**config.mk**
```make
export PLATFORM = sky130hd
export DESIGN_NAME = frame_slot_sched
export DESIGN_NICKNAME = d
export VERILOG_FILES = /design/src/rtl/frame_slot_sched.sv
export SDC_FILE = /design/constraint.sdc
export NUM_CORES = 1
export LEC_CHECK = 0
export CAP_MARGIN = 20
export CORE_MARGIN = 4
export CORE_UTILIZATION = 42
export CTS_BUF_LIST = sky130_fd_sc_hd__clkbuf_8
export CTS_CLUSTER_DIAMETER = 150
export DETAILED_ROUTE_END_ITERATION = 8
export PLACE_DENSITY = 0.76
export SKIP_LAST_GASP = 1
export SYNTH_ARGS = -nofsm -noshare
export SYNTH_HDL_FRONTEND = slang
export SYNTH_SLANG_ARGS = --single-unit
```
**constraint.sdc**
```tcl
create_clock -name clk_i -period 1.9 [get_ports clk_i]
set_clock_uncertainty 0.05 [all_clocks]
set_input_delay 0.19 -clock clk_i [delete_from_list [all_inputs] [get_ports clk_i]]
set_output_delay 0.19 -clock clk_i [all_outputs]
set_load 0.01 [all_outputs]
```
**src/rtl/frame_slot_sched.sv**
```systemverilog
// rtl/frame_slot_sched.sv - frame-slot scheduler between frame buffer writer and reader
//
// Purpose: owns FRAMES_AMOUNT DDR frame slots (FREE/WRITING/READY/READING) and
// hands base addresses to the writer DMA and the read controller. The writer and
// the reader each always own one slot. At most one slot is READY, and it holds the
// newest complete frame. Overflow drops the oldest READY frame. Underrun makes the
// reader repeat its current frame.
//
// Ports:
//   clk_i            single clock
//   rst_n_i          asynchronous active-low reset
//   wr_done_i        writer finished its slot (4-phase level)
//   wr_done_ack_o    ack to writer; wr_base_addr_o valid for the next frame
//   wr_base_addr_o   base address of the writer's slot
//   rd_done_i        reader finished its slot (4-phase level)
//   rd_done_ack_o    ack to reader; rd_base_addr_o valid for the next frame
//   rd_base_addr_o   base address of the reader's slot
//   rd_frame_valid_o reader slot holds a completely written frame
//   rd_new_frame_o   1-cycle pulse when the reader switched to a fresh frame
//   drop_cnt_o       READY frames overwritten before being read (saturating)
//   repeat_cnt_o     rd_done events with no READY slot (saturating)

module frame_slot_sched #(
  parameter longint unsigned START_ADDR    = 0,
  parameter int unsigned     FRAMES_AMOUNT = 3,
  parameter longint unsigned FRAME_SIZE_B  = 4147200,
  parameter int unsigned     ADDR_WIDTH    = 32,
  parameter int unsigned     CNT_WIDTH     = 16
) (
  input  logic                  clk_i,
  input  logic                  rst_n_i,
  input  logic                  wr_done_i,
  output logic                  wr_done_ack_o,
  output logic [ADDR_WIDTH-1:0] wr_base_addr_o,
  input  logic                  rd_done_i,
  output logic                  rd_done_ack_o,
  output logic [ADDR_WIDTH-1:0] rd_base_addr_o,
  output logic                  rd_frame_valid_o,
  output logic                  rd_new_frame_o,
  output logic [CNT_WIDTH-1:0]  drop_cnt_o,
  output logic [CNT_WIDTH-1:0]  repeat_cnt_o
);

  localparam int IW = $clog2(FRAMES_AMOUNT);

  typedef enum logic {ACK_IDLE, ACK_BUSY} ack_state_t;

  if (FRAMES_AMOUNT < 3) begin : g_bad_frames
    $error("frame_slot_sched: FRAMES_AMOUNT must be at least 3");
  end

  // Slot base addresses are elaboration-time constants. They are computed in 64 bits
  // and then truncated to the address width.
  logic [ADDR_WIDTH-1:0] addr_tbl [FRAMES_AMOUNT];

  for (genvar g = 0; g < FRAMES_AMOUNT; g++) begin : g_addr
    localparam longint unsigned SLOT_ADDR = START_ADDR + longint'(g) * FRAME_SIZE_B;
    assign addr_tbl[g] = SLOT_ADDR[ADDR_WIDTH-1:0];
  end

  // Slot ownership is tracked as indices. All slots not named here are FREE.
  logic [IW-1:0] wr_idx, rd_idx, rdy_idx;
  logic          rdy_vld;

  logic          wr_done_d1, rd_done_d1;
  ack_state_t    wr_state, rd_state;

  logic          wr_ev, rd_ev;
  logic [IW-1:0] n_wr_idx, n_rd_idx, n_rdy_idx;
  logic          n_rdy_vld;
  logic          drop_inc, repeat_inc, new_frame;

  // The ack term blocks a done that is held or re-raised during the handshake.
  assign wr_ev = wr_done_i & ~wr_done_d1 & ~wr_done_ack_o;
  assign rd_ev = rd_done_i & ~rd_done_d1 & ~rd_done_ack_o;

  // The write update is applied first. A frame completed in this cycle is
  // therefore already visible to a simultaneous read update.
  always_comb begin
    n_wr_idx   = wr_idx;
    n_rd_idx   = rd_idx;
    n_rdy_idx  = rdy_idx;
    n_rdy_vld  = rdy_vld;
    drop_inc   = 1'b0;
    repeat_inc = 1'b0;
    new_frame  = 1'b0;

    if (wr_ev) begin
      drop_inc  = rdy_vld;
      n_rdy_vld = 1'b1;
      n_rdy_idx = wr_idx;
      // The old READY slot (if any) is freed, so the only occupied slots are
      // the new READY slot (the old wr_idx) and the reader's slot. Scanning
      // downward leaves the lowest free index.
      for (int i = FRAMES_AMOUNT - 1; i >= 0; i--) begin
        if (IW'(i) != wr_idx && IW'(i) != rd_idx) n_wr_idx = IW'(i);
      end
    end

    if (rd_ev) begin
      if (n_rdy_vld) begin
        n_rd_idx  = n_rdy_idx;
        n_rdy_vld = 1'b0;
        new_frame = 1'b1;
      end else begin
        repeat_inc = 1'b1;
      end
    end
  end

  always_ff @(posedge clk_i or negedge rst_n_i) begin
    if (!rst_n_i) begin
      wr_idx           <= IW'(0);
      rd_idx           <= IW'(1);
      rdy_idx          <= IW'(0);
      rdy_vld          <= 1'b0;
      wr_done_d1       <= 1'b0;
      rd_done_d1       <= 1'b0;
      wr_state         <= ACK_IDLE;
      rd_state         <= ACK_IDLE;
      wr_done_ack_o    <= 1'b0;
      rd_done_ack_o    <= 1'b0;
      wr_base_addr_o   <= addr_tbl[0];
      rd_base_addr_o   <= addr_tbl[1];
      rd_frame_valid_o <= 1'b0;
      rd_new_frame_o   <= 1'b0;
      drop_cnt_o       <= '0;
      repeat_cnt_o     <= '0;
    end else begin
      wr_done_d1 <= wr_done_i;
      rd_done_d1 <= rd_done_i;

      case (wr_state)
        ACK_IDLE: if (wr_ev) begin
          wr_state      <= ACK_BUSY;
          wr_done_ack_o <= 1'b1;
        end
        ACK_BUSY: if (!wr_done_i) begin
          wr_state      <= ACK_IDLE;
          wr_done_ack_o <= 1'b0;
        end
        default: begin
          wr_state      <= ACK_IDLE;
          wr_done_ack_o <= 1'b0;
        end
      endcase

      case (rd_state)
        ACK_IDLE: if (rd_ev) begin
          rd_state      <= ACK_BUSY;
          rd_done_ack_o <= 1'b1;
        end
        ACK_BUSY: if (!rd_done_i) begin
          rd_state      <= ACK_IDLE;
          rd_done_ack_o <= 1'b0;
        end
        default: begin
          rd_state      <= ACK_IDLE;
          rd_done_ack_o <= 1'b0;
        end
      endcase

      wr_idx         <= n_wr_idx;
      rd_idx         <= n_rd_idx;
      rdy_idx        <= n_rdy_idx;
      rdy_vld        <= n_rdy_vld;
      wr_base_addr_o <= addr_tbl[n_wr_idx];
      rd_base_addr_o <= addr_tbl[n_rd_idx];
      rd_new_frame_o <= new_frame;
      if (new_frame) rd_frame_valid_o <= 1'b1;

      if (drop_inc && drop_cnt_o != '1) drop_cnt_o <= drop_cnt_o + 1'b1;
      if (repeat_inc && repeat_cnt_o != '1) repeat_cnt_o <= repeat_cnt_o + 1'b1;
    end
  end

endmodule

```
# Yosys cells after proc, flatten, opt, wreduce, memory -nomap -nowiden
# Cells that the tools add are included.
dict set report op_classes {
  add_sub_neg 2
  magnitude_cmp 2
  eq_ne 10
  n_mux 32
  n_bitwise 12
  n_reduce_logical 9
}
# op count
set op_table {}
lappend op_table {{$bmux 32 s2} 2}
lappend op_table {{$mux 32} 4}
lappend op_table {{$add 16x1->16 const B} 2}
lappend op_table {{$ne 16x16->1 const B} 2}
lappend op_table {{$mux 1} 15}
lappend op_table {{$mux 2} 7}
lappend op_table {{$ne 2x2->1 const B} 4}
lappend op_table {{$pmux 1 s2} 4}
lappend op_table {{$ge 3x3->1 const B} 2}
lappend op_table {{$not 1->1} 6}
lappend op_table {{$not 2->3} 2}
lappend op_table {{$logic_and 1x1->1} 5}
lappend op_table {{$and 1x1->1} 4}
lappend op_table {{$ne 1x2->1 const A} 2}
lappend op_table {{$ne 2x2->1 const A} 2}
lappend op_table {{$reduce_and 2->1} 2}
lappend op_table {{$reduce_bool 2->1} 2}
dict set report totals {
  regBits 111
  output_inout_bits 100
}

# Longest topological paths before layout
# Gate-level depths: netlist (run 1).
dict set report logic_depth {
  word_depth 10
  depth_mapped 6
  ltp_nobuf 6
}

# Worst setup path before layout (run 1)
# Ideal clock, no wire load.
dict set report synth_path {
  path_kind {register to register}
  start {register repeat_cnt_o[0]}
  end {register repeat_cnt_o[1]}
  setup_time_ns 0.125
  arrival_ns 1.723
  t_required_ns 1.725
  slack_ns 0.003
  stages_incl_launch_ff 6
  cell_sequence {dfrtp_1 ha_1 nand4_1 nor4_1 nor2_1 mux2_2}
}
dict set report synth_via {
  elab_chain_cells 2
  word_cells_on_any_way 3
}
# element line_no
set synth_lines {}
lappend synth_lines {{start: declaration} 41} ;# output logic [CNT_WIDTH-1:0] repeat_cnt_o
lappend synth_lines {{start signal: assignment} 173} ;# if (repeat_inc && repeat_cnt_o != '1) repeat_cnt_o <= repeat_cnt_o + 1'b1;
lappend synth_lines {{branches (longest 2 deep; another with $add 16x1->16)} -}
# Parallel ways; which one is timed is not known.
# A chain may end at the register's enable or synchronous reset.

# Final worst setup path (run 1)
dict set report layout_path {
  start {register rd_done_ack_o}
  end {register repeat_cnt_o[9]}
}
dict set report layout_via {
  elab_chain_cells 4
}
# element line_no
set layout_lines {}
lappend layout_lines {{start: declaration} 36} ;# output logic rd_done_ack_o,
lappend layout_lines {{start signal: assignment} 122} ;# rd_done_ack_o <= 1'b0;
lappend layout_lines {{start signal: assignment} 151} ;# rd_done_ack_o <= 1'b1;
lappend layout_lines {{start signal: assignment} 155} ;# rd_done_ack_o <= 1'b0;
lappend layout_lines {{$not 1->1} 75} ;# assign rd_ev = rd_done_i & ~rd_done_d1 & ~rd_done_ack_o;
lappend layout_lines {{$and 1x1->1} 75}
lappend layout_lines {{$mux 1} 100} ;# if (rd_ev) begin
lappend layout_lines {{$logic_and 1x1->1} 173}
# Every way passes these cells.

==> results of run 1 <==
-- what timing repair did --
item,in CTS,in global routing
endpoints found under the hold margin,18,0
endpoints found under the setup margin,0,21
gates resized for setup,0,14
buffers inserted,0,4
hold buffers,1,0
-- stage by stage --
| step | worst slack, ps | util, % |
|---|---|---|
| after global routing | -78.7 | 58.5 |
| after detailed placement | -201 | 55.3 |
| after floorplan | 2.57 | - |
| after global placement | -177 | 55.3 |
| after CTS | 7.60 | 57.2 |
| final | 55.6 | 58.5 |
-- registers in the layout (all words and copies together) (netlist names), 2 cells and up --
signal / flops
wr_idx: 2
drop_cnt_o: 16
rd_idx: 2
wr_base_addr_o: 3
rd_base_addr_o: 3
repeat_cnt_o: 16
rdy_idx: 2
-- final cells by class --
class / count / area, um^2 / area share (%)
sequential: 53 / 1330 / 35.3
multi-input combinational: 191 / 1240 / 33.0
timing repair buffer: 105 / 951 / 25.2
tap: 77 / 96.3 / 2.55
clock buffer: 5 / 68.8 / 1.82
clock inverter: 3 / 42.5 / 1.13
inverter: 11 / 41.3 / 1.09
-- kinds of logic (layout without fill, tap and decap cells) --
logic type	after synthesis	in the layout	share of synthesized area, %
xor gates and xnor gates	26	26	7.98
muxes	7	7	2.59
other	1	42	0.131
adders and majority gates	5	5	2.19
AOI/OAI and AO/OA	25	25	5.26
DFF	53	53	46.6
buffers and inverters	71	124	17.0
and+or+nand+nor	86	86	18.3
-- path summary, 6_finish.rpt --
path | from | to | slack, ps | cells past startpoint
worst max-delay path | rd_done_ack_o$_DFFE_PN0P_ | repeat_cnt_o[9]$_DFFE_PN0P_ | 60 | 5
worst min-delay path | rst_n_i | drop_cnt_o[8]$_DFFE_PN0P_ | 310 | 2
worst max register to register | rd_done_ack_o$_DFFE_PN0P_ | repeat_cnt_o[9]$_DFFE_PN0P_ | 60 | 5
worst min register to register | rd_frame_valid_o$_DFFE_PN0P_ | rd_frame_valid_o$_DFFE_PN0P_ | 440 | 1
max in group asynchronous | rst_n_i | rd_idx[0]$_DFF_PN1_ | 870 | 3
min in group clk_i | rd_frame_valid_o$_DFFE_PN0P_ | rd_frame_valid_o$_DFFE_PN0P_ | 440 | 1
-- power groups by stage --
stage	clock (mW)	sequential (mW)	combinational (mW)
after floorplan	0	1.34	0.344
after global routing	0.831	1.30	0.667
after detailed placement	0	1.31	0.606
final	0.762	1.29	0.613
after global placement	0	1.30	0.595
after CTS	0.782	1.29	0.611
-- metal layers --
metal	up-vias	global-route usage, %	part of all wire, %
met5	-	0	0
met4	0	3.32	0.72
met3	7	3.25	5.9
met2	101	28.3	52
met1	1095	18.0	42
li1	1042	-	-
-- cells in the final DEF, fill, tap and decap left out, types with 7 or more instances in the layout --
cell type / netlist / final
buf_4: 58 / 42
clkdlybuf4s50_1: 0 / 60
conb_1: 1 / 42
dfrtp_1: 50 / 49
inv_1: 11 / 12
nand2_1: 12 / 12
nand3_1: 13 / 11
nand4_1: 13 / 13
nor2_1: 7 / 7
nor3_1: 7 / 7
o21ai_0: 11 / 9
xnor2_1: 12 / 12
xor2_1: 14 / 14
==> flow_metrics.tcl, run 1 <==
set metrics [dict create \
    power.share.switching_pct 27.0 \
    timing_max_transition_violations_final 0 \
    overflow 0 \
    final_cells 445 \
    crit_path_cell_trace "or4b_4 -> nor4_2 -> buf_4 -> nand4_1 -> xnor2_1" \
    synth_top_flop_cell "dfrtp_1" \
    clock-root-buffer "clkbuf_8" \
    power_density_nw_per_um2 705 \
    die-area_um2 8180 \
    ant_nets 0 \
    synth_top_cells_by_area "dfrtp_1 (44%), buf_4 (15%), xor2_1 (4.3%), xnor2_1 (3.7%), nand4_1 (2.8%)" \
    worst_ir_drop_vdd_mv 0.401 \
    critical_path.top_delay_family "simple AND/OR/NAND/NOR gates" \
    hold_viol_final 0 \
    synth_enable_flop_cells 0 \
    grt_pass1_vias 2215 \
    timing.critical_path.buf_inv 1 \
    place.detailed.hpwl_um 4670 \
    groute.usage.overall_pct 15.3 \
    post_synth_most_frequent_cells "buf_4 (58), dfrtp_1 (50), xor2_1 (14)" \
    crit_path_start_kind "flip-flop" \
    wirelength_um 6270 \
    end_kind "flip-flop" \
    maxSlewHeadroom_pct 54.4 \
    drc_errors 0 \
    core_area_um2 6460 \
    yosysUniqueCellTypes 43 \
    ctsHtreeMaxLevel 2 \
    start_util_pct 44.2 \
    cts_sinks 53 \
    num-nets-final 376 \
    cts-buffers-inserted 5 \
    syn_area_cell_um2 10.4 \
    grt_first_pass_wirelength_um 10500 \
    grt_setup_unrepaired "true" \
    netlist_area_before_placement_um2 2850 \
    tightestPinTransition_ps 679 \
    yosysTopAreaCellShare_pct 43.8 \
    seq_power_share_pct 48.3 \
    synth.most_common_cell "buf_4" \
    die_width_um 90.4 \
    post_drt_wl_per_cell_um 14.1 \
    post_drt_via_cell_ratio 5.04 \
    critPathKind "flip-flop to flip-flop" \
    drt-pass1-iter-count 4 \
    cpMaxStageDelayCell "or4b_4" \
    yosysTopAreaCell "dfrtp_1" \
    power.switching_uw 719 \
    instance_area_after_placement_um2 3570 \
    placement_rows 29 \
    yosys_warnings 0 \
    cts_buffer_depth 2 \
    postSynthRegisterBits 53 \
    final-setup-viol-count 0 \
    fmax_mhz 542 \
    antennaDiodeCount 0 \
    tritoncts_clock_tree "done" \
    worstHoldPathType "primary input to async pin" \
    dr_total_vias 2245 \
    worstPathMaxFanout 4 \
    timing.max_cap.violations 0 \
    n_fill_cell 556 \
    ioPinCount 104 \
    final.min_clock_period_ps 1840 \
    final_layout_size_suffix_gt1_share_pct 19.8 \
    initialDrtViolationCount 135 \
    clk-insertion-delay-late_ps 310 \
    status "finished clean" \
    p_comb_share_pct 23.0 \
    clk_pin_slew_worst_paths_ps 100 \
    power_report.internal_total_mw 1.94 \
    clock_network_power_share_pct 28.6 \
    hold_ws_ps 311 \
    crit_share_post_route_pct 97.1 \
    place.detailed.instances 432 \
    finalSetupTns_ps 0 \
    cp_data_arrival_time_ps 1990 \
    async_reset_ff_share_pct 100 \
    final_design_area_no_fill_um2 3780 \
    grt_start_max_net_pins 36 \
    place.gp.congestion 0.873 \
    static-leakage-power_nw 1.77 \
    worstPathRequired_ps 2050 \
    synthesis.instances 274 \
    synth.yosys.seq_area_share_pct 46.6 \
    die-height_um 90.4 \
    overall_power_of_the_completed_layout_mw 2.66 \
    antenna_found_initial 0 \
    area.growth.synth_to_final_pct 32.3 \
    crit_path_max_incr_delay_ps 570 \
    portBuffers 61 \
]
Power figures use the tool's default switching activity.
==> inputs of run 2 (changes only) <==
--- a/config.mk
+++ b/config.mk
@@ -6,6 +6,7 @@
 export NUM_CORES = 1
 export LEC_CHECK = 0
 export CAP_MARGIN = 20
+export CORE_ASPECT_RATIO = 0.8
 export CORE_MARGIN = 4
 export CORE_UTILIZATION = 42
 export CTS_BUF_LIST = sky130_fd_sc_hd__clkbuf_8
==> run 2 against run 1 <==
Clock power decreased by 17%. Combinational power decreased by 3%. First-iteration DRC count decreased by 18%. Flip-flop and latch count unchanged. Final cell count unchanged. Power decreased by 5.5%. Critical path depth unchanged. Core utilization decreased by 1.9 points. Critical endpoint is now wr_base_addr_o[21]$_DFF_PN0_. Highest routed layer unchanged.
==> flow_metrics.tcl, run 2 (synthesis results as in run 1) <==
set metrics [dict create \
    status "finished clean" \
    drt-pass1-iter-count 4 \
    grt_pass1_vias 1991 \
    clk-insertion-delay-late_ps 300 \
    hold_viol_final 0 \
    die-area_um2 8190 \
    core_area_um2 6510 \
    cp_data_arrival_time_ps 2010 \
    num-nets-final 369 \
    clk_pin_slew_worst_paths_ps 90 \
    maxSlewHeadroom_pct 52.7 \
    antenna_found_initial 0 \
    critical_path.startpoint "wr_done_ack_o$_DFFE_PN0P_" \
    place.detailed.instances 434 \
    end_kind "flip-flop" \
    tightestPinTransition_ps 704 \
    antennaDiodeCount 0 \
    clock-root-buffer "clkbuf_8" \
    timing.reg2reg.setup_slack_ps 40 \
    r2r.worst_path.cells 5 \
    tritoncts_clock_tree "done" \
    post_drt_wl_per_cell_um 13.4 \
    ctsHtreeMaxLevel 2 \
    place.detailed.hpwl_um 4590 \
    worstPathRequired_ps 2060 \
    timing.max_cap.violations 0 \
    die-height_um 81.7 \
    worstHoldPathType "primary input to flip-flop" \
    wirelength_um 5980 \
    crit_path_start_kind "flip-flop" \
    placement_rows 26 \
    timing_max_transition_violations_final 0 \
    start_util_pct 43.9 \
    final.min_clock_period_ps 1860 \
    drc_errors 0 \
    reg.largest.list "drop_cnt_o (16), repeat_cnt_o (16)" \
    final-setup-viol-count 0 \
    area.growth.synth_to_final_pct 28.9 \
    timing.rr.start "wr_done_ack_o$_DFFE_PN0P_" \
    fmax_mhz 539 \
    grt_setup_unrepaired "true" \
    final_cells 445 \
    mostFrequentLayoutCell "clkdlybuf4s50_1" \
    cts-buffers-inserted 5 \
    regToRegEndpoint "wr_base_addr_o[21]$_DFF_PN0_" \
    overflow 0 \
    final_cell_mix "clkdlybuf4s50_1 (60), dfrtp_1 (50), conb_1 (42), buf_4 (36), xor2_1 (14)" \
    worstPathMaxFanout 6 \
    crit_share_post_route_pct 97.7 \
    final_layout_size_suffix_gt1_share_pct 16.9 \
    grt_first_pass_wirelength_um 9740 \
    area.sequential_um2 1330 \
    dr_total_vias 2133 \
    groute.usage.overall_pct 14.9 \
    finalCoreUtilization_pct 56.5 \
    power_density_nw_per_um2 684 \
    n_fill_cell 600 \
    portBuffers 61 \
    worst_ir_drop_vdd_mv 0.414 \
    cts_buffer_depth 2 \
    cts_sinks 53 \
    worstSetupEndpoint "wr_base_addr_o[21]$_DFF_PN0_" \
    hold_ws_ps 368 \
    ioPinCount 104 \
    die_width_um 100 \
    initialDrtViolationCount 111 \
    ant_nets 0 \
    post_drt_via_cell_ratio 4.79 \
    multi_input_comb_area_um2 1230 \
    critPathKind "flip-flop to flip-flop" \
    grt_start_max_net_pins 54 \
    place.gp.congestion 0.812 \
    static-leakage-power_nw 1.72 \
]
-- run 2: layout make-up --
| cell class | count | area share [%] |
|---|---|---|
| multi-input cells | 191 | 33.3 |
| inverters | 11 | 1.12 |
| flip-flops and latches | 53 | 36.2 |
| repair buffers | 98 | 24.1 |
| clock buffers | 6 | 2.24 |
| well taps | 84 | 2.86 |
| clock inverters | 2 | 0.204 |
-- run 2: how the worst min path moves through the flow --
stage / from / endpoint / depth (start not counted)
detailed placement: rst_n_i / repeat_cnt_o[4]$_DFFE_PN0P_ / 2
finish: wr_done_i / wr_done_d1$_DFF_PN0_ / 1
floorplan: rst_n_i / drop_cnt_o[0]$_DFFE_PN0P_ / 0
global placement: rst_n_i / repeat_cnt_o[4]$_DFFE_PN0P_ / 2
global route: rd_done_i / rd_done_d1$_DFF_PN0_ / 1
CTS: wr_done_i / wr_done_d1$_DFF_PN0_ / 1
-- run 2: worst max-delay path, cell delays in order, from the launching register on --
cell	delay (ps)
dfrtp_1	450
or3b_1	490
nor4_1	320
a21oi_1	130
ha_1	300
inv_1	30
-- run 2: routing by layer --
metal	routed length, um	vias to the layer above	GRT usage (%)	part of all wire [%]
met4	90	0	5.25	1.5
met1	2630	1017	20.0	44
met2	2830	74	23.8	47
met3	435	9	3.48	7.3
li1	-	1033	-	-
met5	0	-	0	0
-- run 2: repair_timing --
item / in CTS / in global routing
hold buffers: 1 / 0
endpoints found under the hold margin: 50 / 0
resized for setup: 2 / 8
setup endpoints to repair: 2 / 16
pin swaps: 1 / 1
setup buffers: 0 / 2
-- run 2: power breakdown --
group	internal [mW]	switching, mW
registers	1.22	0.0738
clock network	0.287	0.344
logic	0.326	0.268
total	1.83	0.686
-- run 2: per-stage QoR --
stage | setup TNS [ps] | total power [mW] | setup WS [ps] | instance area, um^2
after floorplan | 0 | 1.68 | 2.57 | 3010
after global placement | -2780 | 1.88 | -216 | 3530
after detailed placement | -4440 | 1.90 | -275 | 3530
after CTS | 0 | 2.54 | 17.3 | 3640
after global routing | -16.2 | 2.67 | -8.44 | 3680
final | 0 | 2.51 | 43.1 | 3680
